--- config.mk ---
export PLATFORM = sky130hd
export DESIGN_NAME = pipe_ctrl_flat
export DESIGN_NICKNAME = d
export VERILOG_FILES = /design/src/rtl/pipe_ctrl_pkg.sv /design/src/rtl/pipe_ctrl_if.sv /design/src/rtl/pipe_ctrl_sat_cnt.sv /design/src/rtl/pipe_ctrl.sv /design/src/flat_wrapper.sv
export SDC_FILE = /design/constraint.sdc
export NUM_CORES = 1
export LEC_CHECK = 0
export BUFFER_PORTS_ARGS = -buffer_cell sky130_fd_sc_hd__buf_2
export CAP_MARGIN = 40
export CORE_MARGIN = 10
export CORE_UTILIZATION = 40
export CTS_BUF_LIST = sky130_fd_sc_hd__clkbuf_8
export CTS_CLUSTER_SIZE = 25
export DETAILED_ROUTE_END_ITERATION = 10
export GPL_TIMING_DRIVEN = 0
export PLACE_DENSITY_LB_ADDON = 0.2
export SLEW_MARGIN = 20
export SYNTH_ARGS = -nofsm -noshare
export SYNTH_HDL_FRONTEND = slang
export SYNTH_SLANG_ARGS = --single-unit
--- constraint.sdc ---
create_clock -name clk -period 2.1 [get_ports clk]
set_input_delay 0.21 -clock clk [delete_from_list [all_inputs] [get_ports clk]]
set_output_delay 0.21 -clock clk [all_outputs]
set_load 0.01 [all_outputs]
--- src/rtl/pipe_ctrl_pkg.sv ---
// Shared definitions for the pipeline stall/flush controller.
//   - state_e    : controller state encoding
//   - REG_ZERO   : architectural zero register (never a real hazard source)
//   - lat_ctrl_t : per-latch stall/flush/select bundle driven to the datapath
//   - is_load_use: load-use hazard predicate for the D/E stage pair
package pipe_ctrl_pkg;

    typedef enum logic [1:0] {
        ST_RUN      = 2'd0,
        ST_MEM_WAIT = 2'd1,
        ST_HALT     = 2'd2
    } state_e;

    localparam logic [4:0] REG_ZERO = 5'd0;

    typedef struct packed {
        logic stall_f;
        logic stall_d;
        logic stall_e;
        logic stall_m;
        logic flush_d;
        logic flush_e;
        logic flush_m;
        logic flush_w;
        logic pc_src_m;
    } lat_ctrl_t;

    // A load in E whose destination feeds either D-stage source.
    function automatic logic is_load_use(input logic       mem_to_reg_e,
                                         input logic [4:0] write_reg_e,
                                         input logic [4:0] rs_d,
                                         input logic [4:0] rt_d);
        return mem_to_reg_e && (write_reg_e != REG_ZERO) &&
               ((write_reg_e == rs_d) || (write_reg_e == rt_d));
    endfunction

endpackage

--- src/rtl/pipe_ctrl_if.sv ---
// Datapath <-> controller bundle.
//   master : datapath side (drives hazard/memory status, receives stall/flush)
//   slave  : controller side (pipe_ctrl)
interface pipe_ctrl_if #(
    parameter int unsigned CNT_W = 32
);
    logic             MemtoRegE;
    logic [4:0]       WriteRegE;
    logic [4:0]       RsD;
    logic [4:0]       RtD;
    logic             MemtoRegM;
    logic             MemWriteM;
    logic             BranchM;
    logic             ZeroM;
    logic             dmem_ack;
    logic             dmem_req;
    logic             StallF;
    logic             StallD;
    logic             StallE;
    logic             StallM;
    logic             FlushD;
    logic             FlushE;
    logic             FlushM;
    logic             FlushW;
    logic             PCSrcM;
    logic             mem_err;
    logic [CNT_W-1:0] stall_cycles;
    logic [CNT_W-1:0] flush_events;

    modport master (
        output MemtoRegE, WriteRegE, RsD, RtD, MemtoRegM, MemWriteM,
               BranchM, ZeroM, dmem_ack,
        input  dmem_req, StallF, StallD, StallE, StallM,
               FlushD, FlushE, FlushM, FlushW, PCSrcM,
               mem_err, stall_cycles, flush_events
    );

    modport slave (
        input  MemtoRegE, WriteRegE, RsD, RtD, MemtoRegM, MemWriteM,
               BranchM, ZeroM, dmem_ack,
        output dmem_req, StallF, StallD, StallE, StallM,
               FlushD, FlushE, FlushM, FlushW, PCSrcM,
               mem_err, stall_cycles, flush_events
    );
endinterface

--- src/rtl/pipe_ctrl_sat_cnt.sv ---
// Saturating up-counter used for the performance counters.
//   clk, rst : clock, synchronous active-high reset (clears to 0)
//   inc      : count enable; ignored once the counter reaches all-ones
//   q        : current count
module sat_cnt #(
    parameter int unsigned W = 32
) (
    input  logic         clk,
    input  logic         rst,
    input  logic         inc,
    output logic [W-1:0] q
);
    logic [W-1:0] r_q;

    always_ff @(posedge clk) begin
        if (rst) begin
            r_q <= '0;
        end else if (inc && (r_q != {W{1'b1}})) begin
            r_q <= r_q + W'(1);
        end
    end

    assign q = r_q;
endmodule

--- src/rtl/pipe_ctrl.sv ---
// Stall/flush controller for the IF/ID, ID/EX, EX/MEM and MEM/WB latches.
//   clk, rst : clock, synchronous active-high reset
//   bus      : pipe_ctrl_if.slave - hazard inputs, memory handshake,
//              latch stall/flush/select outputs, error flag, perf counters
// Stage controls are combinational from state and inputs; state, timeout
// counter, error flag and counters are registered.
module pipe_ctrl
    import pipe_ctrl_pkg::*;
#(
    parameter int unsigned MEM_TIMEOUT = 16,
    parameter int unsigned CNT_W       = 32
) (
    input  logic     clk,
    input  logic     rst,
    pipe_ctrl_if.slave bus
);
    localparam int unsigned TCNT_W = $clog2(MEM_TIMEOUT + 1);

    state_e            r_state;
    state_e            w_next_state;
    logic [TCNT_W-1:0] r_tcnt;
    logic [TCNT_W-1:0] w_next_tcnt;
    logic              r_mem_err;
    logic              w_next_mem_err;
    lat_ctrl_t         w_ctrl;
    logic              w_flush_inc;
    logic              w_stall_inc;
    logic              w_mem_op;
    logic              w_taken;
    logic              w_load_use;

    assign w_mem_op   = bus.MemtoRegM | bus.MemWriteM;
    assign w_taken    = bus.BranchM & bus.ZeroM & ~w_mem_op;
    assign w_load_use = is_load_use(bus.MemtoRegE, bus.WriteRegE, bus.RsD, bus.RtD);

    // State, timeout counter and sticky error register
    always_ff @(posedge clk) begin
        if (rst) begin
            r_state   <= ST_RUN;
            r_tcnt    <= '0;
            r_mem_err <= 1'b0;
        end else begin
            r_state   <= w_next_state;
            r_tcnt    <= w_next_tcnt;
            r_mem_err <= w_next_mem_err;
        end
    end

    // Next state and latch controls; priority rst > mem stall > branch > load-use
    always_comb begin
        w_ctrl         = '0;
        w_next_state   = r_state;
        w_next_tcnt    = r_tcnt;
        w_next_mem_err = r_mem_err;
        w_flush_inc    = 1'b0;

        if (rst) begin
            w_ctrl.flush_d = 1'b1;
            w_ctrl.flush_e = 1'b1;
            w_ctrl.flush_m = 1'b1;
            w_ctrl.flush_w = 1'b1;
        end else begin
            case (r_state)
                ST_RUN: begin
                    if (w_mem_op && !bus.dmem_ack) begin
                        w_ctrl.stall_f = 1'b1;
                        w_ctrl.stall_d = 1'b1;
                        w_ctrl.stall_e = 1'b1;
                        w_ctrl.stall_m = 1'b1;
                        w_ctrl.flush_w = 1'b1;
                        w_next_state   = ST_MEM_WAIT;
                        w_next_tcnt    = TCNT_W'(1);
                    end else if (w_taken) begin
                        w_ctrl.pc_src_m = 1'b1;
                        w_ctrl.flush_d  = 1'b1;
                        w_ctrl.flush_e  = 1'b1;
                        w_ctrl.flush_m  = 1'b1;
                        w_flush_inc     = 1'b1;
                    end else if (w_load_use) begin
                        w_ctrl.stall_f = 1'b1;
                        w_ctrl.stall_d = 1'b1;
                        w_ctrl.flush_e = 1'b1;
                    end
                end
                ST_MEM_WAIT: begin
                    // An ack in the timeout cycle still completes the access.
                    if (bus.dmem_ack) begin
                        w_next_state = ST_RUN;
                        w_next_tcnt  = '0;
                    end else begin
                        w_ctrl.stall_f = 1'b1;
                        w_ctrl.stall_d = 1'b1;
                        w_ctrl.stall_e = 1'b1;
                        w_ctrl.stall_m = 1'b1;
                        w_ctrl.flush_w = 1'b1;
                        if (r_tcnt == TCNT_W'(MEM_TIMEOUT)) begin
                            w_next_mem_err = 1'b1;
                            w_next_state   = ST_HALT;
                            w_next_tcnt    = '0;
                        end else begin
                            w_next_tcnt = r_tcnt + TCNT_W'(1);
                        end
                    end
                end
                ST_HALT: begin
                    w_ctrl.stall_f = 1'b1;
                    w_ctrl.stall_d = 1'b1;
                    w_ctrl.stall_e = 1'b1;
                    w_ctrl.stall_m = 1'b1;
                    w_ctrl.flush_w = 1'b1;
                end
                default: begin
                    w_next_state = ST_RUN;
                    w_next_tcnt  = '0;
                end
            endcase
        end
    end

    assign w_stall_inc = ~rst & w_ctrl.stall_f;

    assign bus.dmem_req = w_mem_op & (r_state != ST_HALT) & ~rst;
    assign bus.StallF   = w_ctrl.stall_f;
    assign bus.StallD   = w_ctrl.stall_d;
    assign bus.StallE   = w_ctrl.stall_e;
    assign bus.StallM   = w_ctrl.stall_m;
    assign bus.FlushD   = w_ctrl.flush_d;
    assign bus.FlushE   = w_ctrl.flush_e;
    assign bus.FlushM   = w_ctrl.flush_m;
    assign bus.FlushW   = w_ctrl.flush_w;
    assign bus.PCSrcM   = w_ctrl.pc_src_m;
    assign bus.mem_err  = r_mem_err;

    sat_cnt #(.W(CNT_W)) u_stall_cnt (
        .clk (clk),
        .rst (rst),
        .inc (w_stall_inc),
        .q   (bus.stall_cycles)
    );

    sat_cnt #(.W(CNT_W)) u_flush_cnt (
        .clk (clk),
        .rst (rst),
        .inc (w_flush_inc),
        .q   (bus.flush_events)
    );
endmodule

--- src/flat_wrapper.sv ---
// flat-port wrapper written by rule: the top's interface ports become plain ports
module pipe_ctrl_flat import pipe_ctrl_pkg::*;
#(
    parameter int unsigned MEM_TIMEOUT = 16,
    parameter int unsigned CNT_W       = 32
)
  (clk, rst, bus_MemtoRegE, bus_WriteRegE, bus_RsD, bus_RtD, bus_MemtoRegM, bus_MemWriteM, bus_BranchM, bus_ZeroM, bus_dmem_ack, bus_dmem_req, bus_StallF, bus_StallD, bus_StallE, bus_StallM, bus_FlushD, bus_FlushE, bus_FlushM, bus_FlushW, bus_PCSrcM, bus_mem_err, bus_stall_cycles, bus_flush_events);
  pipe_ctrl_if #(.CNT_W(CNT_W)) bus_i ();
  input  logic clk;
  input  logic rst;
  input wire logic [$bits(bus_i.MemtoRegE)-1:0] bus_MemtoRegE;
  input wire logic [$bits(bus_i.WriteRegE)-1:0] bus_WriteRegE;
  input wire logic [$bits(bus_i.RsD)-1:0] bus_RsD;
  input wire logic [$bits(bus_i.RtD)-1:0] bus_RtD;
  input wire logic [$bits(bus_i.MemtoRegM)-1:0] bus_MemtoRegM;
  input wire logic [$bits(bus_i.MemWriteM)-1:0] bus_MemWriteM;
  input wire logic [$bits(bus_i.BranchM)-1:0] bus_BranchM;
  input wire logic [$bits(bus_i.ZeroM)-1:0] bus_ZeroM;
  input wire logic [$bits(bus_i.dmem_ack)-1:0] bus_dmem_ack;
  output wire logic [$bits(bus_i.dmem_req)-1:0] bus_dmem_req;
  output wire logic [$bits(bus_i.StallF)-1:0] bus_StallF;
  output wire logic [$bits(bus_i.StallD)-1:0] bus_StallD;
  output wire logic [$bits(bus_i.StallE)-1:0] bus_StallE;
  output wire logic [$bits(bus_i.StallM)-1:0] bus_StallM;
  output wire logic [$bits(bus_i.FlushD)-1:0] bus_FlushD;
  output wire logic [$bits(bus_i.FlushE)-1:0] bus_FlushE;
  output wire logic [$bits(bus_i.FlushM)-1:0] bus_FlushM;
  output wire logic [$bits(bus_i.FlushW)-1:0] bus_FlushW;
  output wire logic [$bits(bus_i.PCSrcM)-1:0] bus_PCSrcM;
  output wire logic [$bits(bus_i.mem_err)-1:0] bus_mem_err;
  output wire logic [$bits(bus_i.stall_cycles)-1:0] bus_stall_cycles;
  output wire logic [$bits(bus_i.flush_events)-1:0] bus_flush_events;
  assign bus_i.MemtoRegE = bus_MemtoRegE;
  assign bus_i.WriteRegE = bus_WriteRegE;
  assign bus_i.RsD = bus_RsD;
  assign bus_i.RtD = bus_RtD;
  assign bus_i.MemtoRegM = bus_MemtoRegM;
  assign bus_i.MemWriteM = bus_MemWriteM;
  assign bus_i.BranchM = bus_BranchM;
  assign bus_i.ZeroM = bus_ZeroM;
  assign bus_i.dmem_ack = bus_dmem_ack;
  assign bus_dmem_req = bus_i.dmem_req;
  assign bus_StallF = bus_i.StallF;
  assign bus_StallD = bus_i.StallD;
  assign bus_StallE = bus_i.StallE;
  assign bus_StallM = bus_i.StallM;
  assign bus_FlushD = bus_i.FlushD;
  assign bus_FlushE = bus_i.FlushE;
  assign bus_FlushM = bus_i.FlushM;
  assign bus_FlushW = bus_i.FlushW;
  assign bus_PCSrcM = bus_i.PCSrcM;
  assign bus_mem_err = bus_i.mem_err;
  assign bus_stall_cycles = bus_i.stall_cycles;
  assign bus_flush_events = bus_i.flush_events;
  pipe_ctrl #(.MEM_TIMEOUT(MEM_TIMEOUT), .CNT_W(CNT_W)) u_core (.clk(clk), .rst(rst), .bus(bus_i));
endmodule
==> results of run 1 <==
==> layout make-up <==
type	instances	area, µm²
Fill cell	897	4100
Sequential cell	72	1480
Multi-Input combinational cell	364	2470
Buffer	25	179
Tap cell	129	161
Inverter	11	43.8
Clock inverter	2	8.76
Timing Repair Buffer	130	766
Clock buffer	11	151
==> worst max-delay path: cells and delay by family, from the launching register on <==
kind | cells | cell delay, ns
buf+inv | 7 | 0.67
compound gates | 3 | 0.54
flops | 1 | 0.36
==> synthesized netlist by cell type (all sizes together) (8+ instances only) <==
cell type | n | share of area (%)
o21ai | 19 | 2.4
and3 | 12 | 2.1
and4 | 13 | 3.2
or3 | 14 | 2.4
or4 | 21 | 4.0
nand2 | 36 | 3.5
buf | 13 | 2.2
o31ai | 15 | 2.9
nor2 | 42 | 4.1
nor3 | 13 | 1.7
xor2 | 8 | 1.8
xnor2 | 22 | 4.9
inv | 11 | 1.1
nand3 | 31 | 4.0
dfxtp | 72 | 37
clkbuf | 17 | 1.6
a21oi | 33 | 4.2
nand4 | 20 | 3.2
==> logic make-up (layout without fill, tap and decap cells) <==
kind of cell / Yosys count / in the layout / share of synthesized area [%]
compound gates: 93 / 93 / 15.1
buf+inv: 41 / 179 / 4.94
flops: 72 / 72 / 37.0
xor+xnor: 30 / 30 / 6.74
fa+ha+maj: 4 / 4 / 1.28
simple gates: 229 / 229 / 32.8
mux: 8 / 8 / 2.25
==> flip-flops by register name, indices dropped and copies added, names as in the netlist <==
signal,flops
u_core.u_stall_cnt.q,32
u_core.r_state,2
u_core.bus.mem_err,1
u_core.u_flush_cnt.q,32
u_core.r_tcnt,5
==> metal layers <==
layer / track usage [%] / vias to the layer above / part of all wire [%]
met5: 0 / - / 0
met4: 5.88 / 0 / 1.8
met3: 4.62 / 18 / 6.3
met2: 26.2 / 115 / 46
met1: 20.3 / 1995 / 46
li1: - / 2051 / -
==> power groups by stage <==
| stage | Combinational [mW] | Clock [mW] | Sequential [mW] |
|---|---|---|---|
| 5_1_grt | 0.275 | 1.06 | 1.37 |
| 3_3_place_gp | 0.195 | 0 | 1.41 |
| 6_report | 0.249 | 0.979 | 1.37 |
| 2_1_floorplan | 0.115 | 0 | 1.41 |
| 3_5_place_dp | 0.197 | 0 | 1.41 |
| 4_1_cts | 0.237 | 0.992 | 1.38 |
==> worst min path at each step <==
stage / cells after the start / endpoint / slack [ns]
final: 3 / u_core.r_state[0]$_SDFFE_PP0P_ / 0.21
after global routing: 3 / u_core.r_state[0]$_SDFFE_PP0P_ / 0.23
after CTS: 3 / u_core.r_state[0]$_SDFFE_PP0P_ / 0.21
after detailed placement: 2 / u_core.bus.mem_err$_SDFFE_PP0P_ / 0.44
after global placement: 2 / u_core.bus.mem_err$_SDFFE_PP0P_ / 0.43
after floorplan: 2 / u_core.r_state[0]$_SDFFE_PP0P_ / 0.42
==> repair_timing <==
| action | in CTS | in global routing |
|---|---|---|
| pin swaps | 11 | 10 |
| cloned | 0 | 0 |
| endpoints found under the setup margin | 54 | 47 |
| resized for setup | 50 | 61 |
| buffers inserted | 22 | 11 |
==> flow_summary.json, run 1 <==
{
  "number_of_antenna_violations_at_the_first_check_in_global_routing": 0,
  "overflow": 0,
  "die_area_um2": 14100,
  "timing.critical_path.from": "u_core.r_state[0]$_SDFFE_PP0P_",
  "power.total_mw": 2.60,
  "postRouteAntennaNets": 0,
  "total_switching_power_mw": 0.660,
  "criticalPathCategory": "flip-flop to output port",
  "cell_count_final_fillers_out": 744,
  "min-delay-start": "bus_dmem_ack",
  "cts_sinks": 72,
  "timing.critical_path.slowest_cell_delay_ns": 0.36,
  "worst_pin_slew_ns": 0.733,
  "min-delay-path-class": "input port to flip-flop",
  "area.growth.synth_to_final_pct": 35.1,
  "postSynth.asyncResetShare_pct": 0,
  "rows": 35,
  "floorplan.io_pins": 98,
  "violations": "setup timing",
  "crit_end_category": "output port",
  "cap_viol_max_count": 0,
  "grt_pass1_vias": 4014,
  "timing.reg2reg.worst_path_depth": 6,
  "fin_tns_setup_ns": -0.0659,
  "htreeDepth": 3,
  "buffer_ports.inserted": 97,
  "powerDensity_nw_per_um2": 494,
  "die_w_um": 119,
  "synthFlopType": "sky130_fd_sc_hd__dfxtp_1",
  "groute.usage.overall_pct": 16.3,
  "cts_tree": "done",
  "core_utilization_of_the_finished_layout_pct": 56.2,
  "critical_path.most_common_cell": "sky130_fd_sc_hd__buf_6",
  "first_pass_grt_wire_length_um": 19500,
  "syn_avg_cell_area_um2": 8.18,
  "die_height_um": 119,
  "critPathCapture": "bus_StallF",
  "crit_path_max_fanout": 7,
  "r2r_end": "u_core.u_stall_cnt.q[31]$_SDFFE_PP0P_",
  "drtPass1Iterations": 6,
  "largest_net_degree_at_the_start_of_global_routing": 11,
  "reg_power_share_pct": 52.8,
  "timing.reg2reg.setup_slack_ns": -0.01,
  "cell_internal_pwr_mw": 1.94,
  "final_clock_period_utilization_by_the_worst_path_pct": 102,
  "post_cts_hold_buffer_count": 0,
  "peakVddDrop_v": 0.000252,
  "most-common-layout-cells": "99 x sky130_fd_sc_hd__buf_2, 47 x sky130_fd_sc_hd__dfxtp_1, 38 x sky130_fd_sc_hd__nor2_1, 35 x sky130_fd_sc_hd__nand2_1, 33 x sky130_fd_sc_hd__buf_4",
  "first_iter_violations": 241,
  "route.detailed.vias_per_inst": 5.62,
  "leakage_nw": 2.02,
  "clk_transition_reported_paths_ns": 0.07,
  "timing.critical_path.required_ns": 1.89,
  "hold-worst-slack_ns": 0.207,
  "syn-cell-area_um2": 3900,
  "fin_worst_skew_ns": 0.00858,
  "wl_per_cell_um": 16.2,
  "layout.cell_area.non_filler_um2": 5270,
  "timing.final.ws_setup_ns": -0.0440,
  "synth.yosys.warnings": 0,
  "reg2reg_from": "u_core.u_stall_cnt.q[18]$_SDFFE_PP0P_",
  "tritoncts.num_buffers": 9,
  "ant_cells": 0,
  "report.final.setup_viol": 3,
  "drt_drc_violations_left": 0,
  "grt_setup_unrepaired": "true",
  "worst_slew_margin_rel_pct": 50.7,
  "area_of_the_core_um2": 9370,
  "pwr-share-comb_pct": 9.6,
  "sequential_cell_area_fraction_in_the_yosys_report_pct": 37.0,
  "share_clk_of_total_power_pct": 37.6,
  "power.share.switching_pct": 25.4,
  "synth_edf_count": 0,
  "setup.worst_path.start_class": "flip-flop",
  "clk_latency_ns": 0.36,
  "dp_cells": 703,
  "fmax_mhz": 466,
  "critical_path.slowest_cell": "sky130_fd_sc_hd__dfxtp_4",
  "layout.nets": 640,
  "ys_types": 53,
  "synthesis.nets": 504,
  "synth_cells": 477,
  "final.min_clock_period_ns": 2.14,
  "timing.critical_path.cells": "inv_2 > a211o_1 > a21oi_2 > a31oi_4 > buf_6 > buf_8 > buf_6 > inv_4 > buf_6 > buf_6",
  "layout-drive-gt1-share_pct": 39.0,
  "yosys_register_bits": 72,
  "initial_utilization_pct": 41.6,
  "dp_hpwl_um": 8450,
  "hold_violations": 0,
  "routabilityCongestion": 0.809,
  "placed_cell_area_um2": 4550,
  "commonest_non_fill_non_tap_cell_in_the_layout": "sky130_fd_sc_hd__buf_2",
  "maxSlewViolCount": 0,
  "max-clock-path-buffers": 2,
  "critPathArrivalTime_ns": 1.93,
  "run_status": "finished with violations",
  "via_count": 4179,
  "cts-root-buf": "sky130_fd_sc_hd__clkbuf_8",
  "route.final.wire_length_um": 12100,
  "detailedPlace.worstSlack_ns": -0.529
}
Note: power is estimated with default switching activity, not from simulation.
==> inputs of run 2 (changes only) <==
--- a/config.mk
+++ b/config.mk
@@ -17,4 +17,5 @@
 export SLEW_MARGIN = 20
 export SYNTH_ARGS = -nofsm -noshare
 export SYNTH_HDL_FRONTEND = slang
+export SYNTH_HIERARCHICAL = 1
 export SYNTH_SLANG_ARGS = --single-unit
==> run 2 against run 1 <==
The flow still finishes with violations (setup timing); register-to-register slack lost 0.21 ns; worst setup slack worse by 0.18 ns; global-route usage shrank 0.23 points; critical path depth shrank 2.
==> flow_summary.json, run 2 <==
{
  "multiInputGateArea_um2": 2800,
  "synth.yosys.warnings": 6,
  "cts_sinks": 72,
  "timing.reg2reg.setup_slack_ns": -0.22,
  "synth_fa_ha_area_share_pct": 1.26,
  "initial_utilization_pct": 40.8,
  "wl_per_cell_um": 16.5,
  "min-delay-path-class": "input port to flip-flop",
  "yosys-mux-area-fraction_pct": 1.74,
  "layout-drive-gt1-share_pct": 43.4,
  "timing.final.ws_setup_ns": -0.220,
  "commonest_non_fill_non_tap_cell_in_the_layout": "sky130_fd_sc_hd__buf_2",
  "worst_pin_slew_ns": 0.774,
  "cell_count_final_fillers_out": 753,
  "overflow": 0,
  "number_of_antenna_violations_at_the_first_check_in_global_routing": 0,
  "rows": 36,
  "synth.top_cells.by_area": "sky130_fd_sc_hd__dfxtp_1 36%, sky130_fd_sc_hd__a21oi_1 5.8%, sky130_fd_sc_hd__xor2_1 4.6%",
  "grt_pass1_vias": 4100,
  "setup.worst_path.start_class": "flip-flop",
  "powerDensity_nw_per_um2": 490,
  "crit_end_category": "flip-flop",
  "route.detailed.vias_per_inst": 5.58,
  "peakVddDrop_v": 0.000243,
  "leakage_nw": 2.15,
  "worst_slew_margin_rel_pct": 48.2,
  "postRouteAntennaNets": 0,
  "fillerInstances": 908,
  "final_clock_period_utilization_by_the_worst_path_pct": 110,
  "most-common-layout-cells": "100 x sky130_fd_sc_hd__buf_2, 51 x sky130_fd_sc_hd__dfxtp_1, 41 x sky130_fd_sc_hd__nor2_1, 34 x sky130_fd_sc_hd__a21oi_1, 32 x sky130_fd_sc_hd__buf_4",
  "global_route.peak_usage_layer": "met2",
  "groute.layer.met2.usage_pct": 26.9,
  "max-clock-path-buffers": 2,
  "timing.critical_path.slowest_cell_delay_ns": 0.47,
  "synth-compound-area-share_pct": 18.6,
  "timing.critical_path.cells": "nor2_4 > nand4_1 > nor2_4 > nand4_1 > buf_4 > or4_4 > or3_1 > a21oi_1",
  "post-synth-top-area-cell": "sky130_fd_sc_hd__dfxtp_1",
  "area_of_the_core_um2": 9730,
  "buffer_ports.inserted": 96,
  "fin_worst_skew_ns": 0.0150,
  "hold_violations": 0,
  "clk_transition_reported_paths_ns": 0.07,
  "synthesis.nets": 499,
  "grt_setup_unrepaired": "true",
  "route.final.wire_length_um": 12400,
  "synth_cells": 472,
  "routabilityCongestion": 0.844,
  "ant_cells": 0,
  "fmax_mhz": 431,
  "largest_net_degree_at_the_start_of_global_routing": 14,
  "gr-usage-met1_pct": 19.1,
  "netlist.area_leader.share_pct": 36.4,
  "layout.nets": 642,
  "cap_viol_max_count": 0,
  "yosys_register_bits": 72,
  "synth_edf_count": 0,
  "die_height_um": 120,
  "critPathArrivalTime_ns": 2.59,
  "clk_latency_ns": 0.35,
  "dp_cells": 701,
  "first_iter_violations": 250,
  "syn_avg_cell_area_um2": 8.40,
  "ys_types": 67,
  "drtPass1Iterations": 5,
  "first_pass_grt_wire_length_um": 19400,
  "area.growth.synth_to_final_pct": 42.8,
  "floorplan.io_pins": 98,
  "cts_tree": "done",
  "critical_path.slowest_cell": "sky130_fd_sc_hd__or4_4",
  "synth.cells.most_frequent": "72 x sky130_fd_sc_hd__dfxtp_1, 46 x sky130_fd_sc_hd__a21oi_1, 43 x sky130_fd_sc_hd__nor2_1",
  "dp_hpwl_um": 8500,
  "synthMostInstantiatedCell": "sky130_fd_sc_hd__dfxtp_1",
  "drt_drc_violations_left": 0,
  "timing.critical_path.required_ns": 2.37,
  "run_status": "finished with violations",
  "report.final.setup_viol": 26,
  "via_count": 4205,
  "yosys.area_share.simple_pct": 31.6,
  "syn-cell-area_um2": 3970,
  "crit_path_max_fanout": 4,
  "postSynth.asyncResetShare_pct": 0,
  "groute.usage.overall_pct": 16.1,
  "criticalPathCategory": "flip-flop to flip-flop",
  "tritoncts.num_buffers": 9,
  "synth-xor-area-share_pct": 6.41,
  "final.min_clock_period_ns": 2.32,
  "die_area_um2": 14300,
  "grt_use_met3_pct": 4.78,
  "synthFlopType": "sky130_fd_sc_hd__dfxtp_1",
  "cts-root-buf": "sky130_fd_sc_hd__clkbuf_8",
  "maxSlewViolCount": 0,
  "core_utilization_of_the_finished_layout_pct": 58.2,
  "htreeDepth": 3,
  "sequential_cell_area_fraction_in_the_yosys_report_pct": 36.4,
  "die_w_um": 120,
  "violations": "setup timing",
  "ff_latch_area_um2": 1490,
  "largest_family_of_logic_cells_by_synthesized_area": "simple AND/OR/NAND/NOR gates"
}
## run 2: changes by cell type after synthesis, moves of 4 or more
| cell | before | now |
|---|---|---|
| sky130_fd_sc_hd__nand2_1 | 36 | 26 |
| sky130_fd_sc_hd__nor3_1 | 13 | 5 |
| sky130_fd_sc_hd__o41ai_1 | 7 | 0 |
| sky130_fd_sc_hd__and4_4 | 4 | 0 |
| sky130_fd_sc_hd__o311ai_0 | 7 | 1 |
| sky130_fd_sc_hd__o31ai_1 | 15 | 19 |
| sky130_fd_sc_hd__xor2_1 | 8 | 21 |
| sky130_fd_sc_hd__xnor2_1 | 22 | 8 |
| sky130_fd_sc_hd__nand3_1 | 31 | 25 |
| sky130_fd_sc_hd__or3_1 | 13 | 23 |
| sky130_fd_sc_hd__o21ai_0 | 18 | 23 |
| sky130_fd_sc_hd__a21oi_1 | 33 | 46 |
| sky130_fd_sc_hd__and3_1 | 11 | 7 |
## run 2: critical path: cells and delay by family (launching register included)
family | cells | cell delay [ns]
buffers and inverters | 1 | 0.23
AOI/OAI and AO/OA | 1 | 0.12
DFF | 1 | 0.37
and+or+nand+nor | 6 | 1.50
## run 2: logic make-up (layout without fill, tap and decap cells)
group                    count (synthesis)  after routing
adder cells (fa/ha/maj)                  4              4
AND/OR/NAND/NOR                        211            211
multiplexers                             6              6
AO/OA/AOI/OAI                          114            114
buffers and inverters                   36            184
XOR/XNOR                                29             29
flip-flops                              72             72
## run 2: worst paths after layout
check / endpoint / startpoint / cells past startpoint
worst max-delay path: u_core/u_flush_cnt/q[19]$_SDFFE_PP0P_ / u_core/r_state[1]$_SDFFE_PP0P_ / 8
worst min-delay path: u_core/r_state[0]$_SDFFE_PP0P_ / bus_dmem_ack / 4
worst max register to register: u_core/u_flush_cnt/q[19]$_SDFFE_PP0P_ / u_core/r_state[1]$_SDFFE_PP0P_ / 8
worst min register to register: u_core/bus.mem_err$_SDFFE_PP0P_ / u_core/bus.mem_err$_SDFFE_PP0P_ / 2
## run 2: metrics by stage
stage	total power, mW	worst slack, ns	hold WS, ns	TNS (ns)	instance area [µm²]
global placement	1.57	-0.611	0.441	-7.76	4730
floorplan	1.51	-0.149	0.424	-0.589	4080
global route	2.89	-0.313	0.246	-6.55	5660
CTS	2.80	-0.175	0.238	-1.61	5250
detailed placement	1.57	-0.651	0.443	-9.96	4730
finish	2.77	-0.220	0.227	-2.93	5660
## run 2: cell type report
type	count	area share, %
well taps	133	2.94
plain buffers	24	2.54
flip-flops and latches	72	26.3
multi-input cells	364	49.5
inverters	10	0.707
clock inverters	7	1.70
clock buffers	9	2.19
repair buffers	134	14.1
## run 2: power by group
part / total, mW / internal (mW) / switching, mW
combinational: 0.183 / 0.0794 / 0.104
clock: 1.22 / 0.671 / 0.548
sequential: 1.37 / 1.36 / 0.0124
total: 2.77 / 2.11 / 0.664
## run 2: timing repair
action | CTS | global route
gates resized for setup | 39 | 77
pin swaps | 20 | 31
setup endpoints to repair | 47 | 63
setup buffers | 18 | 18
hold buffers | 0 | 0
gates cloned | 1 | 1
## run 2: metal layers
metal	wire (µm)	share of wire, %	up-vias
li1	-	-	2064
met1	5320	43	2003
met2	6170	50	130
met3	798	6.4	8
met4	116	0.93	0
met5	0	0	-
==> inputs of run 3 (changes only) <==
--- a/config.mk
+++ b/config.mk
@@ -7,6 +7,7 @@
 export LEC_CHECK = 0
 export BUFFER_PORTS_ARGS = -buffer_cell sky130_fd_sc_hd__buf_2
 export CAP_MARGIN = 40
+export CORE_ASPECT_RATIO = 0.9
 export CORE_MARGIN = 10
 export CORE_UTILIZATION = 40
 export CTS_BUF_LIST = sky130_fd_sc_hd__clkbuf_8
==> run 3 against run 2 <==
Non-clock buffer count unchanged; fmax is 2.3% higher; the run still ends with setup timing left; sequential share of layout area increased by 0.31 points; combinational power hardly changed; clock power is 11% lower; highest routed layer unchanged; critical path type unchanged; via count decreased by 0.52%; utilization grew 0.29 points.
==> flow_summary.json, run 3 (synthesized netlist as in run 2, its figures left out) <==
{
  "crit_end_category": "flip-flop",
  "worst_slew_margin_rel_pct": 52.7,
  "cts-root-buf": "sky130_fd_sc_hd__clkbuf_8",
  "die_w_um": 125,
  "dp_hpwl_um": 8560,
  "setup.worst_path.start_class": "flip-flop",
  "critPathArrivalTime_ns": 2.51,
  "crit_path_max_fanout": 5,
  "drt_drc_violations_left": 0,
  "pwr-share-comb_pct": 6.8,
  "most-common-layout-cells": "101 x sky130_fd_sc_hd__buf_2, 46 x sky130_fd_sc_hd__dfxtp_1, 39 x sky130_fd_sc_hd__nor2_1, 33 x sky130_fd_sc_hd__buf_4, 30 x sky130_fd_sc_hd__a21oi_1",
  "layout-drive-gt1-share_pct": 45.4,
  "violations": "setup timing",
  "power.total_mw": 2.64,
  "final_clock_period_utilization_by_the_worst_path_pct": 108,
  "cell_count_final_fillers_out": 747,
  "post_cts_hold_buffer_count": 0,
  "timing.critical_path.slowest_cell_delay_ns": 0.37,
  "grt_pass1_vias": 4017,
  "cap_viol_max_count": 0,
  "critical_path.most_common_cell": "sky130_fd_sc_hd__buf_6",
  "timing.critical_path.cells": "nor2_4 > o211ai_1 > a311o_1 > o21bai_4 > buf_6 > buf_6 > nand3_2 > a31oi_4 > nand4_1 > mux2_2",
  "min-delay-path-class": "input port to flip-flop",
  "initial_utilization_pct": 41.1,
  "run_status": "finished with violations",
  "number_of_antenna_violations_at_the_first_check_in_global_routing": 0,
  "hold_violations": 0,
  "die_area_um2": 14300,
  "via_count": 4183,
  "first_pass_grt_wire_length_um": 19900,
  "critical_path.slowest_cell": "sky130_fd_sc_hd__dfxtp_4",
  "critical-path-top-delay-family": "compound AO/OA/AOI/OAI gates",
  "die_height_um": 114,
  "share_clk_of_total_power_pct": 41.4,
  "criticalPathCategory": "flip-flop to flip-flop",
  "clk_latency_ns": 0.35,
  "cts_tree": "done",
  "final.min_clock_period_ns": 2.27,
  "area_of_the_core_um2": 9660,
  "groute.usage.overall_pct": 16.5,
  "detailedPlace.worstSlack_ns": -0.696,
  "powerDensity_nw_per_um2": 468,
  "grt_setup_unrepaired": "true",
  "first_iter_violations": 264,
  "dp_cells": 694,
  "route.detailed.vias_per_inst": 5.60,
  "cts_sinks": 72,
  "postRouteAntennaNets": 0,
  "reg_power_share_pct": 51.8,
  "fmax_mhz": 441,
  "power.share.switching_pct": 25.3,
  "critical_path_buffers_and_inverters": 2,
  "timing.final.ws_setup_ns": -0.168,
  "cell_internal_pwr_mw": 1.97,
  "overflow": 0,
  "report.final.setup_viol": 32,
  "timing.critical_path.required_ns": 2.35,
  "route.final.wire_length_um": 12700,
  "maxSlewViolCount": 0,
  "fin_worst_skew_ns": 0.00814,
  "routabilityCongestion": 0.799,
  "peakVddDrop_v": 0.000351,
  "drtPass1Iterations": 4,
  "worst_pin_slew_ns": 0.710,
  "layout.nets": 643,
  "largest_net_degree_at_the_start_of_global_routing": 13,
  "leakage_nw": 2.16,
  "max-clock-path-buffers": 2,
  "floorplan.io_pins": 98,
  "rows": 34,
  "buffer_ports.inserted": 96,
  "area.growth.synth_to_final_pct": 42.4,
  "ant_cells": 0,
  "tritoncts.num_buffers": 9,
  "htreeDepth": 3,
  "clk_transition_reported_paths_ns": 0.08,
  "commonest_non_fill_non_tap_cell_in_the_layout": "sky130_fd_sc_hd__buf_2",
  "wl_per_cell_um": 17.0,
  "total_switching_power_mw": 0.669
}
==> run 3: final timing paths <==
path                                                       from                              endpoint  slack [ns]  cells after the start
worst min-delay path                               bus_dmem_ack        u_core/r_state[1]$_SDFFE_PP0P_        0.22                      4
worst max-delay path             u_core/r_state[1]$_SDFFE_PP0P_  u_core/u_stall_cnt/q[6]$_SDFFE_PP0P_       -0.17                     10
worst max register to register   u_core/r_state[1]$_SDFFE_PP0P_  u_core/u_stall_cnt/q[6]$_SDFFE_PP0P_       -0.17                     10
worst min register to register  u_core/bus.mem_err$_SDFFE_PP0P_       u_core/bus.mem_err$_SDFFE_PP0P_        0.46                      2
==> run 3: repair_timing <==
action                     CTS  global route
setup endpoints to repair   43            66
gates cloned                 2             1
buffers inserted            26             9
pin swaps                   23            24
gates resized for setup     51            79
==> run 3: cell type report <==
cell class              instances  area [µm²]
repair buffers                133         797
well taps                     126         158
multi-input cells             365        2820
clock inverters                 7        62.6
fillers                       872        4010
clock buffers                   9         124
inverters                      10        40.0
flip-flops and latches         72        1500
plain buffers                  25         145
==> run 3: power by group through the flow <==
stage / clock [mW] / sequential, mW / combinational (mW)
global route: 1.18 / 1.37 / 0.200
finish: 1.09 / 1.37 / 0.181
detailed placement: 0 / 1.41 / 0.165
floorplan: 0 / 1.41 / 0.0978
global placement: 0 / 1.41 / 0.163
CTS: 1.13 / 1.37 / 0.170
==> run 3: metal layers <==
layer	wire length [µm]	track usage, %
met2	6140	27.3
met3	761	5.05
met1	5690	20.4
met5	0	0
met4	87	4.22
==> run 3: per-stage QoR <==
| stage | util [%] | area [µm²] | TNS [ns] | hold WS, ns |
|---|---|---|---|---|
| after CTS | 54.8 | 5290 | -1.27 | 0.204 |
| after detailed placement | 48.9 | 4720 | -9.50 | 0.461 |
| after global placement | 48.9 | 4720 | -8.14 | 0.448 |
| after floorplan | - | 4080 | -0.589 | 0.424 |
| final | 58.5 | 5650 | -1.83 | 0.224 |
| after global routing | 58.5 | 5650 | -7.14 | 0.248 |
==> run 3: worst min-delay path, cell delays in order <==
cell and delay [ns]:
sky130_fd_sc_hd__buf_2 0.11, sky130_fd_sc_hd__nor2_4 0.05, sky130_fd_sc_hd__nand3_1 0.10, sky130_fd_sc_hd__a21oi_1 0.06
